--- config.mk ---
export PLATFORM = sky130hd
export DESIGN_NAME = mem1_arbiter_flat
export DESIGN_NICKNAME = d
export VERILOG_FILES = /design/src/rtl/fastica_mem_pkg.sv /design/src/rtl/mem1_arbiter_if.sv /design/src/rtl/mem1_addr_gen.sv /design/src/rtl/mem1_arbiter.sv /design/src/flat_wrapper.sv
export SDC_FILE = /design/constraint.sdc
export NUM_CORES = 1
export LEC_CHECK = 0
export CAP_MARGIN = 25
export CORE_ASPECT_RATIO = 0.75
export CORE_MARGIN = 2
export CORE_UTILIZATION = 42
export DETAILED_ROUTE_END_ITERATION = 16
export PLACE_DENSITY = 0.83
export SKIP_CTS_REPAIR_TIMING = 1
export SYNTH_ARGS = -nofsm -noshare
export SYNTH_HDL_FRONTEND = slang
export SYNTH_HIERARCHICAL = 1
export SYNTH_SLANG_ARGS = --single-unit
--- constraint.sdc ---
create_clock -name clk -period 3.2 [get_ports clk]
set_clock_uncertainty 0.2 [all_clocks]
set_input_delay 0.8 -clock clk [delete_from_list [all_inputs] [get_ports clk]]
set_output_delay 0.8 -clock clk [all_outputs]
set_load 0.01 [all_outputs]
--- src/rtl/fastica_mem_pkg.sv ---
// rtl/fastica_mem_pkg.sv - shared types and constants for the mem1 arbiter slice
package fastica_mem_pkg;

    typedef enum logic [1:0] {
        IDLE     = 2'd0,
        WR_BURST = 2'd1,
        RD_BURST = 2'd2,
        RD_DRAIN = 2'd3
    } arb_state_t;

    localparam logic OWNER_WR     = 1'b0;
    localparam logic OWNER_RD     = 1'b1;

    localparam logic MEM_RW_WRITE = 1'b1;
    localparam logic MEM_RW_READ  = 1'b0;

    localparam int DEF_DW    = 16;
    localparam int DEF_AW    = 14;
    localparam int DEF_LW    = 8;
    localparam int DEF_DEPTH = 16384;

endpackage

--- src/rtl/mem1_arbiter_if.sv ---
// rtl/mem1_arbiter_if.sv - requester, read-return and mem1 macro signals of the mem1 arbiter
interface mem1_arbiter_if #(
    parameter int DW = fastica_mem_pkg::DEF_DW,
    parameter int AW = fastica_mem_pkg::DEF_AW,
    parameter int LW = fastica_mem_pkg::DEF_LW
) ();

    logic          wr_req;
    logic [AW-1:0] wr_addr;
    logic [LW-1:0] wr_len;
    logic [DW-1:0] wr_data;
    logic          wr_gnt;
    logic          wr_beat;
    logic          wr_done;

    logic          rd_req;
    logic [AW-1:0] rd_addr;
    logic [LW-1:0] rd_len;
    logic          rd_gnt;
    logic [DW-1:0] rd_data;
    logic          rd_valid;
    logic          rd_done;

    logic          mem_en;
    logic          mem_rw;
    logic [AW-1:0] mem_addr;
    logic [DW-1:0] mem_wdata;
    logic [DW-1:0] mem_rdata;

    logic          busy;

    modport master (
        output wr_req, wr_addr, wr_len, wr_data, rd_req, rd_addr, rd_len, mem_rdata,
        input  wr_gnt, wr_beat, wr_done, rd_gnt, rd_data, rd_valid, rd_done,
               mem_en, mem_rw, mem_addr, mem_wdata, busy
    );

    modport slave (
        input  wr_req, wr_addr, wr_len, wr_data, rd_req, rd_addr, rd_len, mem_rdata,
        output wr_gnt, wr_beat, wr_done, rd_gnt, rd_data, rd_valid, rd_done,
               mem_en, mem_rw, mem_addr, mem_wdata, busy
    );

endinterface

--- src/rtl/mem1_addr_gen.sv ---
// rtl/mem1_addr_gen.sv - burst address/beat counter shared by write and read bursts
module mem1_addr_gen
    import fastica_mem_pkg::*;
#(
    parameter int AW    = DEF_AW,
    parameter int LW    = DEF_LW,
    parameter int DEPTH = DEF_DEPTH
) (
    input  logic          clk,
    input  logic          rst,
    input  logic          i_load,
    input  logic [AW-1:0] i_start_addr,
    input  logic [LW-1:0] i_len,
    input  logic          i_advance,
    output logic [AW-1:0] o_addr,
    output logic          o_last
);

    localparam logic [AW-1:0] LAST_ADDR = AW'(DEPTH - 1);

    logic [AW-1:0] r_addr;
    logic [LW:0]   r_cnt;
    logic [LW-1:0] r_len;

    // Counter is one bit wider than len so len = 2^LW-1 still terminates
    always_ff @(posedge clk) begin
        if (rst) begin
            r_addr <= '0;
            r_cnt  <= '0;
            r_len  <= '0;
        end else if (i_load) begin
            r_addr <= i_start_addr;
            r_cnt  <= '0;
            r_len  <= i_len;
        end else if (i_advance) begin
            r_addr <= (r_addr == LAST_ADDR) ? '0 : r_addr + AW'(1);
            r_cnt  <= r_cnt + (LW+1)'(1);
        end
    end

    assign o_addr = r_addr;
    assign o_last = (r_cnt == {1'b0, r_len});

endmodule

--- src/rtl/mem1_arbiter.sv ---
// rtl/mem1_arbiter.sv - round-robin burst arbiter for mem1 (whitening writes, FastICA reads)
// Define MEM1_ARB_STATS_EN to add saturating grant/conflict counters.
module mem1_arbiter
    import fastica_mem_pkg::*;
#(
    parameter int DW     = DEF_DW,
    parameter int AW     = DEF_AW,
    parameter int DEPTH  = DEF_DEPTH,
    parameter int LW     = DEF_LW,
    parameter int RD_LAT = 1
) (
    input  logic clk,
    input  logic rst,
    mem1_arbiter_if.slave bus
`ifdef MEM1_ARB_STATS_EN
    ,
    output logic [15:0] stat_wr_bursts,
    output logic [15:0] stat_rd_bursts,
    output logic [15:0] stat_conflicts
`endif
);

    arb_state_t        r_state;
    logic              r_last_owner;
    logic              r_wr_gnt;
    logic              r_wr_beat;
    logic              r_wr_done;
    logic              r_rd_gnt;
    logic              r_rd_issue;
    logic              r_mem_en;
    logic              r_mem_rw;
    logic [2:0]        r_drain;
    logic [RD_LAT-1:0] r_vld_dly;
    logic [RD_LAT-1:0] r_last_dly;

    logic              w_idle;
    logic              w_grant_wr;
    logic              w_grant_rd;
    logic              w_load;
    logic              w_advance;
    logic              w_last;
    logic [AW-1:0]     w_start_addr;
    logic [LW-1:0]     w_start_len;
    logic [AW-1:0]     w_mem_addr;
    logic [DW-1:0]     w_rdata;

    assign w_idle       = (r_state == IDLE);
    assign w_grant_wr   = w_idle & bus.wr_req & (~bus.rd_req | (r_last_owner == OWNER_RD));
    assign w_grant_rd   = w_idle & bus.rd_req & ~w_grant_wr;
    assign w_load       = w_grant_wr | w_grant_rd;
    assign w_start_addr = w_grant_wr ? bus.wr_addr : bus.rd_addr;
    assign w_start_len  = w_grant_wr ? bus.wr_len  : bus.rd_len;
    assign w_advance    = ((r_state == WR_BURST) | (r_state == RD_BURST)) & ~w_last;

    mem1_addr_gen #(
        .AW    (AW),
        .LW    (LW),
        .DEPTH (DEPTH)
    ) u_addr_gen (
        .clk          (clk),
        .rst          (rst),
        .i_load       (w_load),
        .i_start_addr (w_start_addr),
        .i_len        (w_start_len),
        .i_advance    (w_advance),
        .o_addr       (w_mem_addr),
        .o_last       (w_last)
    );

    always_ff @(posedge clk) begin
        if (rst) begin
            r_state      <= IDLE;
            r_last_owner <= OWNER_RD;
            r_wr_gnt     <= 1'b0;
            r_wr_beat    <= 1'b0;
            r_wr_done    <= 1'b0;
            r_rd_gnt     <= 1'b0;
            r_rd_issue   <= 1'b0;
            r_mem_en     <= 1'b0;
            r_mem_rw     <= MEM_RW_READ;
            r_drain      <= '0;
        end else begin
            r_wr_gnt  <= 1'b0;
            r_rd_gnt  <= 1'b0;
            r_wr_done <= 1'b0;
            case (r_state)
                IDLE: begin
                    if (w_grant_wr) begin
                        r_state      <= WR_BURST;
                        r_last_owner <= OWNER_WR;
                        r_wr_gnt     <= 1'b1;
                        r_wr_beat    <= 1'b1;
                        r_mem_en     <= 1'b1;
                        r_mem_rw     <= MEM_RW_WRITE;
                    end else if (w_grant_rd) begin
                        r_state      <= RD_BURST;
                        r_last_owner <= OWNER_RD;
                        r_rd_gnt     <= 1'b1;
                        r_rd_issue   <= 1'b1;
                        r_mem_en     <= 1'b1;
                        r_mem_rw     <= MEM_RW_READ;
                    end
                end
                WR_BURST: begin
                    if (w_last) begin
                        r_state   <= IDLE;
                        r_wr_beat <= 1'b0;
                        r_mem_en  <= 1'b0;
                        r_mem_rw  <= MEM_RW_READ;
                        r_wr_done <= 1'b1;
                    end
                end
                RD_BURST: begin
                    if (w_last) begin
                        r_state    <= RD_DRAIN;
                        r_rd_issue <= 1'b0;
                        r_mem_en   <= 1'b0;
                        r_drain    <= '0;
                    end
                end
                RD_DRAIN: begin
                    // Hold the bus until the last read returns
                    if (r_drain == 3'(RD_LAT - 1)) begin
                        r_state <= IDLE;
                    end else begin
                        r_drain <= r_drain + 3'd1;
                    end
                end
                default: begin
                    r_state    <= IDLE;
                    r_wr_beat  <= 1'b0;
                    r_rd_issue <= 1'b0;
                    r_mem_en   <= 1'b0;
                    r_mem_rw   <= MEM_RW_READ;
                end
            endcase
        end
    end

    // Read-return strobes follow the issue strobe by the macro latency
    always_ff @(posedge clk) begin
        if (rst) begin
            r_vld_dly  <= '0;
            r_last_dly <= '0;
        end else begin
            r_vld_dly[0]  <= r_rd_issue;
            r_last_dly[0] <= r_rd_issue & w_last;
            for (int i = 1; i < RD_LAT; i++) begin
                r_vld_dly[i]  <= r_vld_dly[i-1];
                r_last_dly[i] <= r_last_dly[i-1];
            end
        end
    end

    assign w_rdata       = bus.mem_rdata;
    assign bus.rd_valid  = r_vld_dly[RD_LAT-1];
    assign bus.rd_done   = r_last_dly[RD_LAT-1];
    assign bus.rd_data   = r_vld_dly[RD_LAT-1] ? w_rdata : '0;

    assign bus.wr_gnt    = r_wr_gnt;
    assign bus.wr_beat   = r_wr_beat;
    assign bus.wr_done   = r_wr_done;
    assign bus.rd_gnt    = r_rd_gnt;
    assign bus.mem_en    = r_mem_en;
    assign bus.mem_rw    = r_mem_rw;
    assign bus.mem_addr  = w_mem_addr;
    assign bus.mem_wdata = bus.wr_data;
    assign bus.busy      = ~w_idle;

`ifdef MEM1_ARB_STATS_EN
    logic [15:0] r_stat_wr;
    logic [15:0] r_stat_rd;
    logic [15:0] r_stat_conf;

    always_ff @(posedge clk) begin
        if (rst) begin
            r_stat_wr   <= '0;
            r_stat_rd   <= '0;
            r_stat_conf <= '0;
        end else begin
            if (w_grant_wr && r_stat_wr != 16'hFFFF) begin
                r_stat_wr <= r_stat_wr + 16'd1;
            end
            if (w_grant_rd && r_stat_rd != 16'hFFFF) begin
                r_stat_rd <= r_stat_rd + 16'd1;
            end
            if (w_idle && bus.wr_req && bus.rd_req && r_stat_conf != 16'hFFFF) begin
                r_stat_conf <= r_stat_conf + 16'd1;
            end
        end
    end

    assign stat_wr_bursts = r_stat_wr;
    assign stat_rd_bursts = r_stat_rd;
    assign stat_conflicts = r_stat_conf;
`endif

endmodule

--- src/flat_wrapper.sv ---
// flat-port wrapper written by rule: the top's interface ports become plain ports
module mem1_arbiter_flat import fastica_mem_pkg::*;
#(
    parameter int DW     = DEF_DW,
    parameter int AW     = DEF_AW,
    parameter int DEPTH  = DEF_DEPTH,
    parameter int LW     = DEF_LW,
    parameter int RD_LAT = 1
)
  (clk, rst, bus_wr_req, bus_wr_addr, bus_wr_len, bus_wr_data, bus_rd_req, bus_rd_addr, bus_rd_len, bus_mem_rdata, bus_wr_gnt, bus_wr_beat, bus_wr_done, bus_rd_gnt, bus_rd_data, bus_rd_valid, bus_rd_done, bus_mem_en, bus_mem_rw, bus_mem_addr, bus_mem_wdata, bus_busy);
  mem1_arbiter_if #(.DW(DW), .AW(AW), .LW(LW)) bus_i ();
  input  logic clk;
  input  logic rst;
  input wire logic [$bits(bus_i.wr_req)-1:0] bus_wr_req;
  input wire logic [$bits(bus_i.wr_addr)-1:0] bus_wr_addr;
  input wire logic [$bits(bus_i.wr_len)-1:0] bus_wr_len;
  input wire logic [$bits(bus_i.wr_data)-1:0] bus_wr_data;
  input wire logic [$bits(bus_i.rd_req)-1:0] bus_rd_req;
  input wire logic [$bits(bus_i.rd_addr)-1:0] bus_rd_addr;
  input wire logic [$bits(bus_i.rd_len)-1:0] bus_rd_len;
  input wire logic [$bits(bus_i.mem_rdata)-1:0] bus_mem_rdata;
  output wire logic [$bits(bus_i.wr_gnt)-1:0] bus_wr_gnt;
  output wire logic [$bits(bus_i.wr_beat)-1:0] bus_wr_beat;
  output wire logic [$bits(bus_i.wr_done)-1:0] bus_wr_done;
  output wire logic [$bits(bus_i.rd_gnt)-1:0] bus_rd_gnt;
  output wire logic [$bits(bus_i.rd_data)-1:0] bus_rd_data;
  output wire logic [$bits(bus_i.rd_valid)-1:0] bus_rd_valid;
  output wire logic [$bits(bus_i.rd_done)-1:0] bus_rd_done;
  output wire logic [$bits(bus_i.mem_en)-1:0] bus_mem_en;
  output wire logic [$bits(bus_i.mem_rw)-1:0] bus_mem_rw;
  output wire logic [$bits(bus_i.mem_addr)-1:0] bus_mem_addr;
  output wire logic [$bits(bus_i.mem_wdata)-1:0] bus_mem_wdata;
  output wire logic [$bits(bus_i.busy)-1:0] bus_busy;
  assign bus_i.wr_req = bus_wr_req;
  assign bus_i.wr_addr = bus_wr_addr;
  assign bus_i.wr_len = bus_wr_len;
  assign bus_i.wr_data = bus_wr_data;
  assign bus_i.rd_req = bus_rd_req;
  assign bus_i.rd_addr = bus_rd_addr;
  assign bus_i.rd_len = bus_rd_len;
  assign bus_i.mem_rdata = bus_mem_rdata;
  assign bus_wr_gnt = bus_i.wr_gnt;
  assign bus_wr_beat = bus_i.wr_beat;
  assign bus_wr_done = bus_i.wr_done;
  assign bus_rd_gnt = bus_i.rd_gnt;
  assign bus_rd_data = bus_i.rd_data;
  assign bus_rd_valid = bus_i.rd_valid;
  assign bus_rd_done = bus_i.rd_done;
  assign bus_mem_en = bus_i.mem_en;
  assign bus_mem_rw = bus_i.mem_rw;
  assign bus_mem_addr = bus_i.mem_addr;
  assign bus_mem_wdata = bus_i.mem_wdata;
  assign bus_busy = bus_i.busy;
  mem1_arbiter #(.DW(DW), .AW(AW), .DEPTH(DEPTH), .LW(LW), .RD_LAT(RD_LAT)) u_core (.clk(clk), .rst(rst), .bus(bus_i));
endmodule
After elaboration in Yosys (flattened, before gate mapping). Cells that the tools add are included.

Logic and storage cells: 96. Register bits: 46. Input bits: 80.

Bitwise gates (word level): 14. Reductions and logical operators: 20. Eq/ne operators: 14. Multiplexer cells: 30. Add/sub/neg operators: 3.

Operators by type and width (number): 2-to-1 mux 14 bit (4); 2-to-1 mux 16 bit (1); adder 14 x 1 -> 14 bit, second input constant (1); == test 14 bit, second input constant (1); AND reduction 3 bit (4); nonzero test 2 bit (6); 2-to-1 mux 1 bit (11); 2-to-1 mux 2 bit (5); adder 9 x 1 -> 9 bit, second input constant (1); == test 9 x 8 -> 1 bit (1); 2-to-1 mux 8 bit (1); inequality test 2 x 1 -> 1 bit, second input constant (4); inequality test 2 bit, second input constant (4); case mux 1 bit (2 select lines) (4); case mux 2 bit (4 select lines) (1); AND reduction 4 bit (2); OR reduction 2 bit (4); bitwise AND 1 bit (6); 2-to-1 mux 3 bit (2); case mux 3 bit (2 select lines) (1); NOT 1 bit (5); == test 2 bit, second input constant (2); adder 3 x 1 -> 3 bit, second input constant (1); zero test 3 bit (1); 6 further kinds (8).

Logic depth before layout (Yosys ltp).
Depth in word-level cells: 8. Depth in mapped cells: 12. Gate-level depth less buffers: 9.

Hierarchy. Netlist, hierarchy kept.

Modules (own cells, without submodules): mem1_addr_gen (instances 1, area each 1519.0 um^2, sequential area each 620.6 um^2, cells each 167); mem1_arbiter (instances 1, area each 1356.3 um^2, sequential area each 300.3 um^2, cells each 151).

Worst setup path before layout. No wires, ideal clock.

Path type: reg2reg. Start: register u_core.u_addr_gen.r_cnt[3]. End: register u_core.u_addr_gen.r_addr[11], in the netlist u_core/u_addr_gen/o_addr[11]. Arrival: 2081 ps. Path slack: 844 ps. Cell stages (with the launch flop): 12. Path buffers: 4. Library setup time: 75 ps. Cell sequence: dfxtp_1 -> clkbuf_1 -> xnor2_1 -> nand4_1 -> nor4_1 -> buf_2 -> nor2b_1 -> buf_2 -> nor2_1 -> clkbuf_1 -> a22oi_1 -> o22ai_1.

Word-level cells in the longest chain between the ends: 4.

Ends and longest elaborated chain: start: declaration (line mem1_addr_gen.sv:22) `logic [LW:0] r_cnt;`; start signal: assignment (line mem1_addr_gen.sv:37) `r_cnt <= r_cnt + (LW+1)'(1);`; == test 9 x 8 -> 1 bit (line mem1_addr_gen.sv:42) `assign o_last = (r_cnt == {1'b0, r_len});`; via u_core.w_last (line mem1_arbiter.sv:41) `logic w_last;`; NOT 1 bit (line mem1_arbiter.sv:53) `assign w_advance = ((r_state == WR_BURST) | (r_state == RD_BURST)) & ~w_last;`; bitwise AND 1 bit (line mem1_arbiter.sv:53); via u_core.w_advance (line mem1_arbiter.sv:40) `logic w_advance;`; nonzero test 2 bit (no source line); end signal: assignment (line mem1_addr_gen.sv:32) `r_addr <= i_start_addr;`; end signal: assignment (line mem1_addr_gen.sv:36) `r_addr <= (r_addr == LAST_ADDR) ? '0 : r_addr + AW'(1);`; end: declaration (line mem1_addr_gen.sv:21) `logic [AW-1:0] r_addr;`.

The timed path passes the listed nets, and every way through them passes these cells. A chain may end at the register's enable or synchronous reset.

Worst setup path in the final report.
Start: input bus_mem_rdata[11]. End: output bus_rd_data[11].

Word-level cells in the longest chain between the ends: 1.

Ends and longest elaborated chain: start: declaration (line flat_wrapper.sv:21) `input wire logic [$bits(bus_i.mem_rdata)-1:0] bus_mem_rdata;`; 2-to-1 mux 16 bit (line mem1_arbiter.sv:158) `assign bus.rd_data = r_vld_dly[RD_LAT-1] ? w_rdata : '0;`; end: declaration (line flat_wrapper.sv:26) `output wire logic [$bits(bus_i.rd_data)-1:0] bus_rd_data;`.

Every way passes these cells.

==> flow_metrics.env <==
export IMPL_status="finished, final reports clean"
export IMPL_power_per_cell_area_nw_per_um2=750
export IMPL_max_slew_worst_pin_slew_ps=865
export IMPL_first_pass_iters=5
export IMPL_gp_congestion=0.803
export IMPL_fmax_mhz=342
export IMPL_cts_buffers=5
export IMPL_ff2ff_setup_slack_ps=480
export IMPL_syn_avg_cell_area_sq_um=9.04
export IMPL_holdPathStages=2
export IMPL_viasPerCell=5.34
export IMPL_cp_cell_sequence="clkdlybuf4s50_1 -> and2_1 -> clkdlybuf4s50_1"
export IMPL_insertedDiodeCount=0
export IMPL_syn_area_sq_um=2880
export IMPL_drt_total_wl_um=7110
export IMPL_start_kind="input port"
export IMPL_path_class="in -> out"
export IMPL_final_cells=491
export IMPL_synth_top_cell_area_share_pct=32.0
export IMPL_leakagePower_uw=0.00149
export IMPL_cts_root_buf="clkbuf_8"
export IMPL_min_path_type="reg -> reg"
export IMPL_crit_path_end_kind="output pin"
export IMPL_synth_nets=407
export IMPL_yosysWarnings=6
export IMPL_drtIter0Drc=198
export IMPL_crit_path_max_fanout=1
export IMPL_io_buffers=102
export IMPL_clk_latency_ps=310
export IMPL_hold_ws_ps=283
export IMPL_cts_buffer_depth=2
export IMPL_yosys_area_top_type="dfxtp_1"
export IMPL_grt_usage_pct=19.2
export IMPL_drtAntennaViolNets=0
export IMPL_critPathLaunch="bus_mem_rdata[11]"
export IMPL_cpLargestDelayFamily="buffers and inverters"
export IMPL_fp_dieH_um=75.7
export IMPL_yosysMostFrequentCell="dfxtp_1"
export IMPL_grt_remaining_overflow=0
export IMPL_wl_per_cell_um=14.5
export IMPL_drc=0
export IMPL_finalCritPeriodShare_pct=91.4
export IMPL_grt_pass1_vias=2589
export IMPL_slew_headroom_pct=42.1
export IMPL_crit_top_cell="clkdlybuf4s50_1"
export IMPL_setup_viol=0
export IMPL_initial_utilization_pct=42.7
export IMPL_finalSetupTns_ps=0
export IMPL_crit_buf_inv=2
export IMPL_peakVddDrop_v=0.000266
export IMPL_cts_sinks=46
export IMPL_areaGrowthSynthToFinish_pct=38.5
export IMPL_htree_levels=2
export IMPL_grt_antenna_before_repair=0
export IMPL_drive_gt1_share_pct=9.34
export IMPL_cap_violations=0
export IMPL_synth_edff_count=0
export IMPL_reg2regPathDepth=9
export IMPL_finalHoldViolCount=0
export IMPL_regToRegStartpoint="u_core/u_addr_gen/r_cnt[6]"
export IMPL_slowest_delay_ps=520
export IMPL_worstReg2RegEnd="u_core/u_addr_gen/o_addr[11]"
export IMPL_synth_top_cells_by_count="46 x dfxtp_1, 33 x nor2_1, 19 x mux2_1, 17 x and2_1, 16 x buf_4"
export IMPL_grt_pass1_wl_um=11600
export IMPL_die_w_um=99.5
export IMPL_slew_viol_final=0
export IMPL_min_to="u_core/bus.wr_beat"
export IMPL_core_area_sq_um=6730
export IMPL_synthFlopType="dfxtp_1"
export IMPL_min_period_ps=2930
export IMPL_dp_hpwl_um=5580
export IMPL_die_area_sq_um=7530
export IMPL_netlist_cell_type_count=50
export IMPL_finalNetCount=495
export IMPL_grt_max_degree=18
export IMPL_dp_cells=483
export IMPL_rows=26
export IMPL_ys_seq_elements=46
export IMPL_syn_inst=318
export IMPL_cts_clk_slew_worst_paths_ps=90
export IMPL_cts_tree="yes"
export IMPL_io_pins=135
export IMPL_required_ps=2200
export IMPL_synthArstFlopShare_pct=0
export IMPL_cp_slowest_cell="clkdlybuf4s50_1"
export IMPL_synthTopCellsByArea="dfxtp_1 32%, mux2_1 7.4%, xnor2_1 4.6%"
export IMPL_synth_yosys_seq_area_share_pct=32.0
export IMPL_rsz0062_at_grt="false"
export IMPL_dr_total_vias=2620
export IMPL_cp_arrival_ps=1930
export IMPL_hp_start="u_core/bus.wr_beat"
==> worst max-delay path by stage <==
stage	depth (start not counted)	slack [ps]	endpoint
2_1_floorplan	11	840	u_core/u_addr_gen/o_addr[11]
3_3_place_gp	3	250	bus_rd_data[11]
3_5_place_dp	6	160	u_core/u_addr_gen/o_addr[11]
4_1_cts	3	260	bus_rd_data[11]
5_1_grt	9	220	u_core/u_addr_gen/o_addr[11]
6_report	3	270	bus_rd_data[11]
==> cell families after synthesis <==
logic type | after synthesis | share of synthesized area [%]
and+or+nand+nor | 109 | 20.2
AOI/OAI and AO/OA | 49 | 13.4
DFF | 46 | 32.0
buffers and inverters | 42 | 8.75
muxes | 35 | 13.2
xor gates and xnor gates | 28 | 8.53
adders and majority gates | 9 | 3.92
==> per-stage QoR <==
step	util [%]	area [sq um]	worst slack, ps	power (uW)
finish	59.1	3980	274	2990
global route	59.1	3980	222	3210
detailed placement	57.5	3870	160	2550
CTS	59.1	3980	255	2990
global placement	57.5	3870	254	2490
floorplan	-	2880	844	2000
==> layout make-up <==
cell class	instances	area, sq um
fill	579	2750
timing repair buffer	113	1100
multi-input combinational	230	1710
tap	84	105
clock inverter	3	40.0
sequential	46	921
clock buffer	5	68.8
inverter	10	37.5
==> tightest hold or removal path: stages, from the launching register on <==
cell and delay, ps:
dfxtp_1 330, nand2_1 60, a21oi_1 50
==> report_power, final <==
part,leakage (uW),internal (uW),switching (uW)
combinational,0.00106,841,835
sequential,0.000377,715,156
clock,0.0000579,230,207
==> per-layer routing <==
layer	GRT usage, %	wire, um
met1	21.6	2930
met2	35.7	3570
met3	6.24	569
met4	5.02	40
met5	0	0
==> sequential cells by signal, indices dropped and copies added, names as in the netlist, 2 cells and up <==
name and flops:
u_core/u_addr_gen/o_addr 14, u_core/u_addr_gen/r_cnt 9, u_core/u_addr_gen/r_len 8, u_core/r_drain 3, u_core/r_state 2
==> layout by cell type (no fill, tap or decap), types with 4 or more instances in the layout <==
master / netlist / final
nand3_1: 11 / 11
o22ai_1: 4 / 4
a22oi_1: 5 / 5
and2_1: 17 / 17
a21oi_1: 8 / 8
xnor2_1: 15 / 15
clkdlybuf4s50_1: 0 / 102
nand4_1: 4 / 4
nor2b_1: 4 / 4
inv_1: 10 / 10
buf_4: 16 / 11
clkbuf_8: 0 / 5
xor2_1: 13 / 13
nand2_1: 13 / 13
nor2_1: 33 / 33
mux2i_1: 12 / 12
a211oi_2: 4 / 4
mux2_2: 4 / 4
nor3_1: 6 / 6
o21ai_0: 5 / 4
dfxtp_1: 46 / 46
nand2b_1: 4 / 4
a222oi_1: 8 / 8
mux2_1: 19 / 19
ha_1: 9 / 9
No activity file was read; power rests on OpenSTA's default activity.
